--- config.mk ---
export PLATFORM = sky130hd
export DESIGN_NAME = id_hazard_stage
export DESIGN_NICKNAME = d
export VERILOG_FILES = /design/src/rtl/id_hazard_stage_pkg.sv /design/src/rtl/id_hazard_stage_registers_bank.sv /design/src/rtl/id_hazard_stage.sv
export SDC_FILE = /design/constraint.sdc
export NUM_CORES = 2
export LEC_CHECK = 0
export CAP_MARGIN = 20
export CORE_AREA = 2 2 530 532
export CTS_CLUSTER_DIAMETER = 60
export DETAILED_ROUTE_END_ITERATION = 10
export DIE_AREA = 0 0 532 534
export GPL_ROUTABILITY_DRIVEN = 0
export PLACE_DENSITY = 0.39
export SETUP_SLACK_MARGIN = 0.4
export SLEW_MARGIN = 20
export SYNTH_ARGS = -nofsm -noshare
export SYNTH_HDL_FRONTEND = slang
export SYNTH_HIERARCHICAL = 1
export SYNTH_SLANG_ARGS = --single-unit
export TNS_END_PERCENT = 10
--- constraint.sdc ---
create_clock -name i_clk -period 7.7 [get_ports i_clk]
set_clock_uncertainty 0.2 [all_clocks]
set_input_delay 1.54 -clock i_clk [delete_from_list [all_inputs] [get_ports i_clk]]
set_output_delay 1.54 -clock i_clk [all_outputs]
set_load 0.005 [all_outputs]
--- src/rtl/id_hazard_stage_pkg.sv ---
// Shared decode constants and the ID/EX control word for the MIPS decode stage.
// Control word layout (MSB first): reg_write, mem_read, mem_write, reg_dst, mem_to_reg, alu_src, alu_op.
package id_hazard_stage_pkg;

  localparam logic [5:0] OP_RTYPE = 6'h00;
  localparam logic [5:0] OP_J     = 6'h02;
  localparam logic [5:0] OP_JAL   = 6'h03;
  localparam logic [5:0] OP_BEQ   = 6'h04;
  localparam logic [5:0] OP_BNE   = 6'h05;
  localparam logic [5:0] OP_ADDI  = 6'h08;
  localparam logic [5:0] OP_SLTI  = 6'h0A;
  localparam logic [5:0] OP_ANDI  = 6'h0C;
  localparam logic [5:0] OP_ORI   = 6'h0D;
  localparam logic [5:0] OP_XORI  = 6'h0E;
  localparam logic [5:0] OP_LUI   = 6'h0F;
  localparam logic [5:0] OP_LW    = 6'h23;
  localparam logic [5:0] OP_SW    = 6'h2B;

  localparam logic [5:0] FN_JR    = 6'h08;
  localparam logic [5:0] FN_JALR  = 6'h09;

  localparam int CTRL_W          = 12;
  localparam int CTRL_REG_WRITE  = 11;
  localparam int CTRL_MEM_READ   = 10;
  localparam int CTRL_MEM_WRITE  = 9;
  localparam int CTRL_REG_DST    = 7;
  localparam int CTRL_MEM_TO_REG = 5;
  localparam int CTRL_ALU_SRC    = 3;
  localparam int CTRL_ALU_OP     = 0;

  localparam logic [1:0] REG_DST_RT      = 2'd0;
  localparam logic [1:0] REG_DST_RD      = 2'd1;
  localparam logic [1:0] REG_DST_RA      = 2'd2;
  localparam logic [1:0] MEM_TO_REG_ALU  = 2'd0;
  localparam logic [1:0] MEM_TO_REG_MEM  = 2'd1;
  localparam logic [1:0] MEM_TO_REG_LINK = 2'd2;
  localparam logic [1:0] ALU_SRC_REG     = 2'd0;
  localparam logic [1:0] ALU_SRC_IMM     = 2'd1;

  localparam logic [2:0] ALU_OP_ADD   = 3'd0;
  localparam logic [2:0] ALU_OP_FUNCT = 3'd1;
  localparam logic [2:0] ALU_OP_AND   = 3'd2;
  localparam logic [2:0] ALU_OP_OR    = 3'd3;
  localparam logic [2:0] ALU_OP_XOR   = 3'd4;
  localparam logic [2:0] ALU_OP_SLT   = 3'd5;
  localparam logic [2:0] ALU_OP_LUI   = 3'd6;

  typedef struct packed {
    logic       reg_write;
    logic       mem_read;
    logic       mem_write;
    logic [1:0] reg_dst;
    logic [1:0] mem_to_reg;
    logic [1:0] alu_src;
    logic [2:0] alu_op;
  } ctrl_t;

  function automatic logic [4:0] dest_reg(input ctrl_t c, input logic [4:0] rt, input logic [4:0] rd);
    case (c.reg_dst)
      REG_DST_RD: dest_reg = rd;
      REG_DST_RA: dest_reg = 5'd31;
      default:    dest_reg = rt;
    endcase
  endfunction

endpackage

--- src/rtl/id_hazard_stage_registers_bank.sv ---
// GPR bank: edge write (r0 hardwired 0), write-first read bypass, flat debug view.
// Reads are combinational; no backpressure.
module id_hazard_stage_registers_bank #(
  parameter int REGISTERS_BANK_SIZE = 32,
  parameter int BUS_SIZE            = 32
) (
  input  logic                                      i_clk,
  input  logic                                      i_reset,
  input  logic                                      i_we,
  input  logic [$clog2(REGISTERS_BANK_SIZE)-1:0]    i_addr_wr,
  input  logic [BUS_SIZE-1:0]                       i_bus_wr,
  input  logic [$clog2(REGISTERS_BANK_SIZE)-1:0]    i_addr_a,
  input  logic [$clog2(REGISTERS_BANK_SIZE)-1:0]    i_addr_b,
  output logic [BUS_SIZE-1:0]                       o_bus_a,
  output logic [BUS_SIZE-1:0]                       o_bus_b,
  output logic [REGISTERS_BANK_SIZE*BUS_SIZE-1:0]   o_bus_debug
);

  logic [BUS_SIZE-1:0] r_regs [REGISTERS_BANK_SIZE];
  logic                w_wr_ok;

  assign w_wr_ok = i_we && (i_addr_wr != '0);

  always_ff @(posedge i_clk) begin
    if (i_reset) begin
      for (int i = 0; i < REGISTERS_BANK_SIZE; i++) begin
        r_regs[i] <= '0;
      end
    end else if (w_wr_ok) begin
      r_regs[i_addr_wr] <= i_bus_wr;
    end
  end

  assign o_bus_a = (w_wr_ok && (i_addr_wr == i_addr_a)) ? i_bus_wr : r_regs[i_addr_a];
  assign o_bus_b = (w_wr_ok && (i_addr_wr == i_addr_b)) ? i_bus_wr : r_regs[i_addr_b];

  for (genvar g = 0; g < REGISTERS_BANK_SIZE; g++) begin : g_dbg
    assign o_bus_debug[g*BUS_SIZE +: BUS_SIZE] = r_regs[g];
  end

endmodule

--- src/rtl/id_hazard_stage.sv ---
// MIPS ID stage: decode, branch/jump resolution, hazard bubbles, ID/EX register (1-cycle latency).
// Holds everything and stalls fetch while ID/EX is valid and EX is not ready.
module id_hazard_stage
  import id_hazard_stage_pkg::*;
#(
  parameter int REGISTERS_BANK_SIZE = 32,
  parameter int PC_SIZE             = 32,
  parameter int BUS_SIZE            = 32
) (
  input  logic                                     i_clk,
  input  logic                                     i_reset,
  input  logic                                     i_valid,
  input  logic [BUS_SIZE-1:0]                      i_instruction,
  input  logic [PC_SIZE-1:0]                       i_next_seq_pc,
  input  logic                                     i_reg_write_enable,
  input  logic [$clog2(REGISTERS_BANK_SIZE)-1:0]   i_reg_addr_wr,
  input  logic [BUS_SIZE-1:0]                      i_reg_bus_wr,
  input  logic                                     i_mem_reg_write,
  input  logic [$clog2(REGISTERS_BANK_SIZE)-1:0]   i_mem_reg_addr,
  input  logic [BUS_SIZE-1:0]                      i_mem_alu_result,
  input  logic                                     i_mem_is_load,
  input  logic                                     i_ex_ready,
  output logic                                     o_stall,
  output logic                                     o_flush,
  output logic                                     o_next_pc_src,
  output logic [PC_SIZE-1:0]                       o_next_not_seq_pc,
  output logic                                     o_valid,
  output logic [11:0]                              o_ctrl,
  output logic [BUS_SIZE-1:0]                      o_bus_a,
  output logic [BUS_SIZE-1:0]                      o_bus_b,
  output logic [BUS_SIZE-1:0]                      o_imm_ext,
  output logic [PC_SIZE-1:0]                       o_pc_link,
  output logic [20:0]                              o_reg_fields,
  output logic [REGISTERS_BANK_SIZE*BUS_SIZE-1:0]  o_bus_debug
);

  logic [5:0]          w_opcode;
  logic [5:0]          w_funct;
  logic [4:0]          w_rs;
  logic [4:0]          w_rt;
  logic [4:0]          w_rd;
  logic [15:0]         w_imm;
  logic [BUS_SIZE-1:0] w_bank_a;
  logic [BUS_SIZE-1:0] w_bank_b;

  assign w_opcode = i_instruction[31:26];
  assign w_rs     = i_instruction[25:21];
  assign w_rt     = i_instruction[20:16];
  assign w_rd     = i_instruction[15:11];
  assign w_funct  = i_instruction[5:0];
  assign w_imm    = i_instruction[15:0];

  id_hazard_stage_registers_bank #(
    .REGISTERS_BANK_SIZE(REGISTERS_BANK_SIZE),
    .BUS_SIZE           (BUS_SIZE)
  ) u_bank (
    .i_clk      (i_clk),
    .i_reset    (i_reset),
    .i_we       (i_reg_write_enable),
    .i_addr_wr  (i_reg_addr_wr),
    .i_bus_wr   (i_reg_bus_wr),
    .i_addr_a   (w_rs),
    .i_addr_b   (w_rt),
    .o_bus_a    (w_bank_a),
    .o_bus_b    (w_bank_b),
    .o_bus_debug(o_bus_debug)
  );

  ctrl_t               w_ctrl;
  logic [BUS_SIZE-1:0] w_imm_ext;
  logic                w_rt_read;
  logic                w_is_beq;
  logic                w_is_bne;
  logic                w_is_j;
  logic                w_is_jr;

  always_comb begin
    w_ctrl    = '0;
    w_imm_ext = {{(BUS_SIZE-16){w_imm[15]}}, w_imm};
    w_rt_read = 1'b0;
    w_is_beq  = 1'b0;
    w_is_bne  = 1'b0;
    w_is_j    = 1'b0;
    w_is_jr   = 1'b0;
    case (w_opcode)
      OP_RTYPE: begin
        if (w_funct == FN_JR) begin
          w_is_jr = 1'b1;
        end else if (w_funct == FN_JALR) begin
          w_is_jr           = 1'b1;
          w_ctrl.reg_write  = 1'b1;
          w_ctrl.reg_dst    = REG_DST_RD;
          w_ctrl.mem_to_reg = MEM_TO_REG_LINK;
        end else begin
          w_rt_read        = 1'b1;
          w_ctrl.reg_write = 1'b1;
          w_ctrl.reg_dst   = REG_DST_RD;
          w_ctrl.alu_src   = ALU_SRC_REG;
          w_ctrl.alu_op    = ALU_OP_FUNCT;
        end
      end
      OP_ADDI, OP_SLTI: begin
        w_ctrl.reg_write = 1'b1;
        w_ctrl.alu_src   = ALU_SRC_IMM;
        w_ctrl.alu_op    = (w_opcode == OP_ADDI) ? ALU_OP_ADD : ALU_OP_SLT;
      end
      OP_ANDI, OP_ORI, OP_XORI: begin
        w_imm_ext        = {{(BUS_SIZE-16){1'b0}}, w_imm};
        w_ctrl.reg_write = 1'b1;
        w_ctrl.alu_src   = ALU_SRC_IMM;
        w_ctrl.alu_op    = (w_opcode == OP_ANDI) ? ALU_OP_AND :
                           (w_opcode == OP_ORI)  ? ALU_OP_OR  : ALU_OP_XOR;
      end
      OP_LUI: begin
        w_imm_ext        = BUS_SIZE'({w_imm, 16'h0000});
        w_ctrl.reg_write = 1'b1;
        w_ctrl.alu_src   = ALU_SRC_IMM;
        w_ctrl.alu_op    = ALU_OP_LUI;
      end
      OP_LW: begin
        w_ctrl.reg_write  = 1'b1;
        w_ctrl.mem_read   = 1'b1;
        w_ctrl.mem_to_reg = MEM_TO_REG_MEM;
        w_ctrl.alu_src    = ALU_SRC_IMM;
      end
      OP_SW: begin
        w_rt_read        = 1'b1;
        w_ctrl.mem_write = 1'b1;
        w_ctrl.alu_src   = ALU_SRC_IMM;
      end
      OP_BEQ: begin
        w_rt_read = 1'b1;
        w_is_beq  = 1'b1;
      end
      OP_BNE: begin
        w_rt_read = 1'b1;
        w_is_bne  = 1'b1;
      end
      OP_J: w_is_j = 1'b1;
      OP_JAL: begin
        w_is_j            = 1'b1;
        w_ctrl.reg_write  = 1'b1;
        w_ctrl.reg_dst    = REG_DST_RA;
        w_ctrl.mem_to_reg = MEM_TO_REG_LINK;
      end
      default: ;
    endcase
  end

  logic                r_valid;
  ctrl_t               r_ctrl;
  logic [BUS_SIZE-1:0] r_bus_a;
  logic [BUS_SIZE-1:0] r_bus_b;
  logic [BUS_SIZE-1:0] r_imm_ext;
  logic [PC_SIZE-1:0]  r_pc_link;
  logic [20:0]         r_reg_fields;

  // Loaded values are still in flight in EX/MEM, so only ALU results may be forwarded.
  logic [BUS_SIZE-1:0] w_fwd_a;
  logic [BUS_SIZE-1:0] w_fwd_b;
  assign w_fwd_a = (i_mem_reg_write && !i_mem_is_load && (i_mem_reg_addr == w_rs) && (w_rs != '0))
                   ? i_mem_alu_result : w_bank_a;
  assign w_fwd_b = (i_mem_reg_write && !i_mem_is_load && (i_mem_reg_addr == w_rt) && (w_rt != '0))
                   ? i_mem_alu_result : w_bank_b;

  logic [4:0] w_idex_rt;
  logic [4:0] w_idex_dest;
  logic       w_br_uses_rt;
  logic       w_load_use;
  logic       w_dep_ex;
  logic       w_dep_mem;
  logic       w_hazard;
  logic       w_hold;
  logic       w_taken;
  logic       w_redirect;

  assign w_idex_rt    = r_reg_fields[15:11];
  assign w_idex_dest  = dest_reg(r_ctrl, r_reg_fields[15:11], r_reg_fields[10:6]);
  assign w_br_uses_rt = w_is_beq || w_is_bne;
  assign w_load_use   = r_valid && r_ctrl.mem_read &&
                        ((w_idex_rt == w_rs) || (w_rt_read && (w_idex_rt == w_rt)));
  assign w_dep_ex     = r_valid && r_ctrl.reg_write &&
                        ((w_idex_dest == w_rs) || (w_br_uses_rt && (w_idex_dest == w_rt)));
  assign w_dep_mem    = i_mem_is_load &&
                        ((i_mem_reg_addr == w_rs) || (w_br_uses_rt && (i_mem_reg_addr == w_rt)));
  assign w_hazard     = i_valid && (w_load_use || ((w_br_uses_rt || w_is_jr) && (w_dep_ex || w_dep_mem)));
  assign w_hold       = r_valid && !i_ex_ready;
  assign w_taken      = (w_is_beq && (w_fwd_a == w_fwd_b)) || (w_is_bne && (w_fwd_a != w_fwd_b)) ||
                        w_is_j || w_is_jr;
  assign w_redirect   = !i_reset && i_valid && !w_hold && !w_hazard && w_taken;

  logic [PC_SIZE-1:0] w_target;
  always_comb begin
    w_target = i_next_seq_pc + PC_SIZE'(w_imm_ext << 2);
    if (w_is_jr) begin
      w_target = PC_SIZE'(w_fwd_a);
    end else if (w_is_j) begin
      w_target = {i_next_seq_pc[PC_SIZE-1:28], i_instruction[25:0], 2'b00};
    end
  end

  assign o_stall           = !i_reset && (w_hold || w_hazard);
  assign o_flush           = w_redirect;
  assign o_next_pc_src     = w_redirect;
  assign o_next_not_seq_pc = i_reset ? '0 : w_target;

  always_ff @(posedge i_clk) begin
    if (i_reset) begin
      r_valid      <= 1'b0;
      r_ctrl       <= '0;
      r_bus_a      <= '0;
      r_bus_b      <= '0;
      r_imm_ext    <= '0;
      r_pc_link    <= '0;
      r_reg_fields <= '0;
    end else if (!w_hold) begin
      if (w_hazard) begin
        r_valid <= 1'b0;
        r_ctrl  <= '0;
      end else begin
        r_valid      <= i_valid;
        r_ctrl       <= i_valid ? w_ctrl : '0;
        r_bus_a      <= w_bank_a;
        r_bus_b      <= w_bank_b;
        r_imm_ext    <= w_imm_ext;
        r_pc_link    <= i_next_seq_pc + PC_SIZE'(4);
        r_reg_fields <= {w_rs, w_rt, w_rd, w_funct};
      end
    end
  end

  assign o_valid      = r_valid;
  assign o_ctrl       = r_ctrl;
  assign o_bus_a      = r_bus_a;
  assign o_bus_b      = r_bus_b;
  assign o_imm_ext    = r_imm_ext;
  assign o_pc_link    = r_pc_link;
  assign o_reg_fields = r_reg_fields;

endmodule

* After elaboration in Yosys (flattened, before gate mapping)
Memory sizes are Yosys's and may differ from the RTL's.
Cells that the tools add are included.
W data, S select, Z words.
** Storage, ports and cells
- Register bits after elaboration :: 162
- Memory bits (writable) :: 1024
- Input port bits :: 145
- Output and inout port bits :: 1221
- Memories kept :: 1
** Cells by class
- Add/subtract/negate cells :: 2
- Eq/ne operators :: 26
- Mux-type cells :: 43
- Bitwise operators :: 2
- Reduce and logical (&&, ||, !) cells :: 54
** Memory list
- u_bank.r_regs :: words 32, bits a word 32, read ports 34, clocked after memory_dff 0, wr ports 32, RTL line id_hazard_stage_registers_bank.sv:19 : logic [BUS_SIZE-1:0] r_regs [REGISTERS_BANK_SIZE];
** Operators with widths (count)
- $mux W32 :: 8
- $pmux W32 S2 :: 1
- $eq A6 B4 Y1 const B :: 8
- $eq A5 B5 Y1 :: 8
- $add A32 B3 Y32 const B :: 1
- $add A32 B32 Y32 :: 1
- $eq A32 B32 Y1 :: 1
- $ne A32 B32 Y1 :: 1
- $reduce_or A32 Y1 :: 1
- $logic_and A1 B1 Y1 :: 26
- $mux W12 :: 2
- $mux W1 :: 19
- $reduce_or A8 Y1 :: 2
- $reduce_bool A5 Y1 :: 3
- $eq A6 B2 Y1 const B :: 2
- $eq A6 B3 Y1 const B :: 2
- $eq A6 B6 Y1 const B :: 2
- $pmux W3 S4 :: 1
- $logic_or A1 B1 Y1 :: 11
- $pmux W5 S2 :: 1
- $mux W3 :: 3
- $mux W8 :: 1
- $pmux W2 S2 :: 2
- $logic_not A6 Y1 :: 1
- 11 further kinds :: 19

* Depth between registers and ports, before layout
- Depth after elaboration :: 13
- Gate-level depth with buffers :: 19
- Mapped depth without buffers :: 16

* By module
Netlist, hierarchy kept.
** By module, submodules not included
- id_hazard_stage_registers_bank :: instances 1, cells each 3494, area an instance 54408.4 um^2
- id_hazard_stage :: instances 1, cells each 1571, area an instance 11265.8 um^2

* Worst setup path before layout
Ideal clock, no wire load.
- Path kind :: input-to-output
- Start :: input i_instruction[29]
- End :: output o_next_not_seq_pc[31]
- Data arrival time :: 4.940 ns
- Setup slack :: 1.020 ns
- Stages :: 16
- Path through :: clkbuf_1 > and3_1 > and3_1 > clkbuf_1 > nor2b_1 > ha_1 > a21o_1 > a21oi_1 > o21ai_0 > a41o_1 > a31o_2 > a41oi_1 > o21ai_0 > xnor2_1 > and3_1 > nor3_1
** Between the ends
- Longest elaborated chain between the ends :: 7
** RTL lines
- start: declaration :: RTL line id_hazard_stage.sv:13 : input logic [BUS_SIZE-1:0] i_instruction,
- $eq A6 B4 Y1 :: RTL line id_hazard_stage.sv:85 : case (w_opcode)
- $reduce_or A3 Y1 :: RTL line id_hazard_stage.sv:85
- $pmux W32 S2 (*) :: RTL line id_hazard_stage.sv:85
- named net w_imm_ext[1] :: RTL line id_hazard_stage.sv:70 : logic [BUS_SIZE-1:0] w_imm_ext;
- $add A32 B32 Y32 (*) :: RTL line id_hazard_stage.sv:194 : w_target = i_next_seq_pc + PC_SIZE'(w_imm_ext << 2);
- $mux W32 (*) :: RTL line id_hazard_stage.sv:197 : end else if (w_is_j) begin
- $mux W32 (*) :: RTL line id_hazard_stage.sv:195 : if (w_is_jr) begin
- $mux W32 (*) :: RTL line id_hazard_stage.sv:205 : assign o_next_not_seq_pc = i_reset ? '0 : w_target;
- end: declaration :: RTL line id_hazard_stage.sv:26 : output logic [PC_SIZE-1:0] o_next_not_seq_pc,
Mark *: on every way through the listed nets, which the timed path passes. The rest lies on a longest branch.

* Worst setup path after layout
- Start :: input i_instruction[29]
- End :: output o_next_not_seq_pc[28]
The elaborated chain is that of the path after synthesis.

==> impl_metrics.py <==
metrics = {
    "run_status": {
        "status": "complete, no violations",
    },
    "cts": {
        "clockBufferDepth": 4,
        "cts_inserted_buffers": 180,
        "holdBufCountCts": 0,
        "htreeDepth": 4,
        "cts_root_buf": "clkbuf_16",
        "clock-sinks": 1185,
        "path_clk_slew_ps": 50,
        "cts_tree": "done",
        "clk_latency_ps": 860,
    },
    "setup_path": {
        "critPathMaxFanout": 12,
        "cp.required_ps": 5960,
        "r2r_start": "o_ctrl[7]",
        "worstSetupPathType": "in2out",
        "crit_end": "o_next_not_seq_pc[28]",
        "r2r_end": "o_imm_ext[1]",
        "endpoint_kind": "output pin",
        "arrival_ps": 5730,
        "reg2reg_setup_slack_ps": 3460,
        "crit_start": "i_instruction[29]",
        "setup.worst_path.start_class": "primary input",
        "ff2ff_path_depth": 13,
    },
    "timing": {
        "period_needed_ps": 7470,
        "hold_violations": 0,
        "whs_ps": 255,
        "worst_pin_slew_ps": 1160,
        "clock.fmax_mhz": 134,
        "min_period_over_period_pct": 97.0,
        "drv_slew": 0,
        "rsz0062_at_grt": "true",
        "setup_viol": 0,
        "slew_headroom_pct": 22.5,
        "setup_ws_ps": 235,
        "setup_tns_ps": 0,
    },
    "placed_design": {
        "portBuffers": 1364,
        "dp_hpwl_um": 356000,
        "pre_cts_slack_ps": -835,
        "placed_area_um2": 89000,
        "placed_cells": 10500,
    },
    "global_route": {
        "grt-ovfl-total": 0,
        "grt_pass1_wl_um": 583000,
        "antenna_found_initial": 68,
        "grt_use_total_pct": 30.8,
        "grt_max_degree": 141,
        "grt_pass1_vias": 55600,
    },
    "min_path": {
        "hold_path.class": "reg2reg",
        "hold_start": "o_imm_ext[19]",
    },
    "logic_synthesis": {
        "synth_top_cell_by_area": "edfxtp_1",
        "synth_cells": 5065,
        "synth_top_area_share_pct": 46.8,
        "ys.flop_type": "edfxtp_1",
        "synth_edf_count": 1024,
        "avgSynthCellArea_um2": 13.0,
        "synth_area_leaders": "edfxtp_1 (47%), mux4_2 (15%), and2_1 (9.5%)",
        "synth-seq-area-share_pct": 51.7,
        "ys_ff_latch": 1185,
        "async_reset_ff_share_pct": 0,
        "ys_warn_count": 6,
        "synth_area_um2": 65700,
        "yosysUniqueCellTypes": 80,
    },
    "power": {
        "vdd_ir_drop_max_mv": 0.175,
        "power_density_nw_per_um2": 213,
        "finalPower_mw": 20.8,
        "leakage_nw": 35.6,
    },
    "detailed_routing": {
        "firstDrtPassIters": 5,
        "drt_iter0_drc": 6771,
        "via_per_inst": 5.30,
        "drc": 0,
        "wirelength_um": 459000,
        "dr_total_vias": 57900,
        "antenna_left": 0,
        "wl_per_cell_um": 42.1,
    },
    "die": {
        "dieArea_um2": 284000,
        "std_cell_rows": 194,
        "die_w_um": 532,
        "ios": 1366,
        "initial_core_util_pct": 23.6,
        "die_height_um": 534,
        "core-area_um2": 278000,
    },
    "finish": {
        "multiInputGateArea_um2": 30400,
        "fill_cells": 27400,
        "layout.nets": 7222,
        "fin_area_um2": 97600,
        "drive_above_1_share_pct": 26.1,
        "utilization_pct": 35.0,
        "stdcell_count": 10900,
        "area_growth_pct": 48.6,
        "seq_area_um2": 34000,
    },
    "run": {
        "max-cap-violations": 0,
    },
}
-- cells by family after synthesis --
kind of cell    Yosys count  synth area share, %
compound gates          790                 7.61
xor+xnor                124                 1.65
fa+ha+maj                39                0.754
buf+inv                 569                 4.53
flops                  1185                 51.7
mux                     521                 18.1
other cells               2               0.0114
simple gates           1835                 15.6
-- cells in the final DEF (no fill, tap or decap), types with 32 or more instances in the layout --
cell type / instances
and2_1: 994
o22ai_2: 33
nor2_4: 34
or4_1: 41
clkbuf_1: 33
inv_1: 57
buf_4: 740
a21oi_1: 177
conb_1: 33
nand3_1: 32
buf_12: 100
or2_2: 32
a211oi_1: 55
o21ai_0: 52
clkbuf_16: 194
ha_1: 37
edfxtp_1: 1024
o21ai_4: 46
mux4_2: 427
dfxtp_1: 161
nor3_1: 37
nand2_1: 396
mux4_1: 81
nor2_1: 96
clkdlybuf4s50_1: 1336
xnor2_1: 83
a311oi_1: 38
o22ai_1: 207
buf_6: 36
xor2_1: 40
-- flip-flops by register name (all words and copies together) (netlist names) --
name / cells
o_ctrl: 11
u_bank/r_regs: 1024
o_pc_link: 32
o_imm_ext: 32
o_bus_a: 32
o_valid: 1
o_reg_fields: 21
o_bus_b: 32
-- critical path: stages --
cell	delay, ps
clkdlybuf4s50_1	420
and3_1	190
and3_4	190
buf_12	130
buf_12	140
nor2b_1	220
ha_1	300
buf_4	150
nand4_1	120
o221ai_1	200
o211ai_1	250
o211ai_1	210
a21oi_2	280
o21ai_0	130
a21oi_1	180
xor2_1	80
a221oi_1	360
clkdlybuf4s50_1	610
-- worst min path at each step --
| stage | end | slack, ps | depth (start not counted) |
|---|---|---|---|
| 5_1_grt | o_imm_ext[19] | 270 | 2 |
| 3_3_place_gp | o_pc_link[1] | 240 | 2 |
| 4_1_cts | o_reg_fields[20] | 250 | 2 |
| 3_5_place_dp | o_imm_ext[10] | 250 | 2 |
| 2_1_floorplan | o_imm_ext[31] | 250 | 2 |
| 6_report | o_imm_ext[19] | 260 | 2 |
-- area by class of cell --
class | instances | area share (%)
clock buffer | 217 | 4.83
tap | 3724 | 4.78
antenna | 28 | 0.0718
clock inverter | 99 | 1.17
timing repair buffer | 2267 | 22.9
inverter | 62 | 0.239
multi-input combinational | 3342 | 31.2
sequential | 1185 | 34.8
-- layer usage --
| layer | track usage [%] | vias to the layer above | part of all wire, % |
|---|---|---|---|
| met5 | 0 | - | 0.019 |
| met4 | 12.0 | 12 | 4.3 |
| met3 | 9.70 | 549 | 10 |
| met2 | 49.0 | 3509 | 46 |
| met1 | 38.8 | 30600 | 39 |
| li1 | - | 23300 | - |
-- timing repair --
action	CTS	global route
cloned	3	11
gates resized for setup	153	192
pin swaps	17	50
setup endpoints to repair	27	20
setup buffers	8	64
-- power by group --
part / internal, mW / switching (mW)
Clock: 5.05 / 3.38
Sequential: 7.37 / 0.527
Combinational: 2.11 / 2.36
-- cell usage after synthesis, types with 21 or more instances --
master and instances:
edfxtp_1 1024, and2_1 994, mux4_2 423, nand2_1 402, clkbuf_1 298, o22ai_1 252, a21oi_1 181, dfxtp_1 161
buf_2 138, nor2_1 122, mux4_1 85, xnor2_1 84, o21ai_1 75, or4_1 66, inv_1 62, o21ai_0 59
a211oi_1 55, xor2_1 40, a311oi_1 39, nor3_1 39, ha_1 38, nand3_1 34, a21o_1 31, nor2b_1 31
buf_6 25, or2_2 25, or3_1 23, buf_12 21
(Power assumes the default switching activity.)
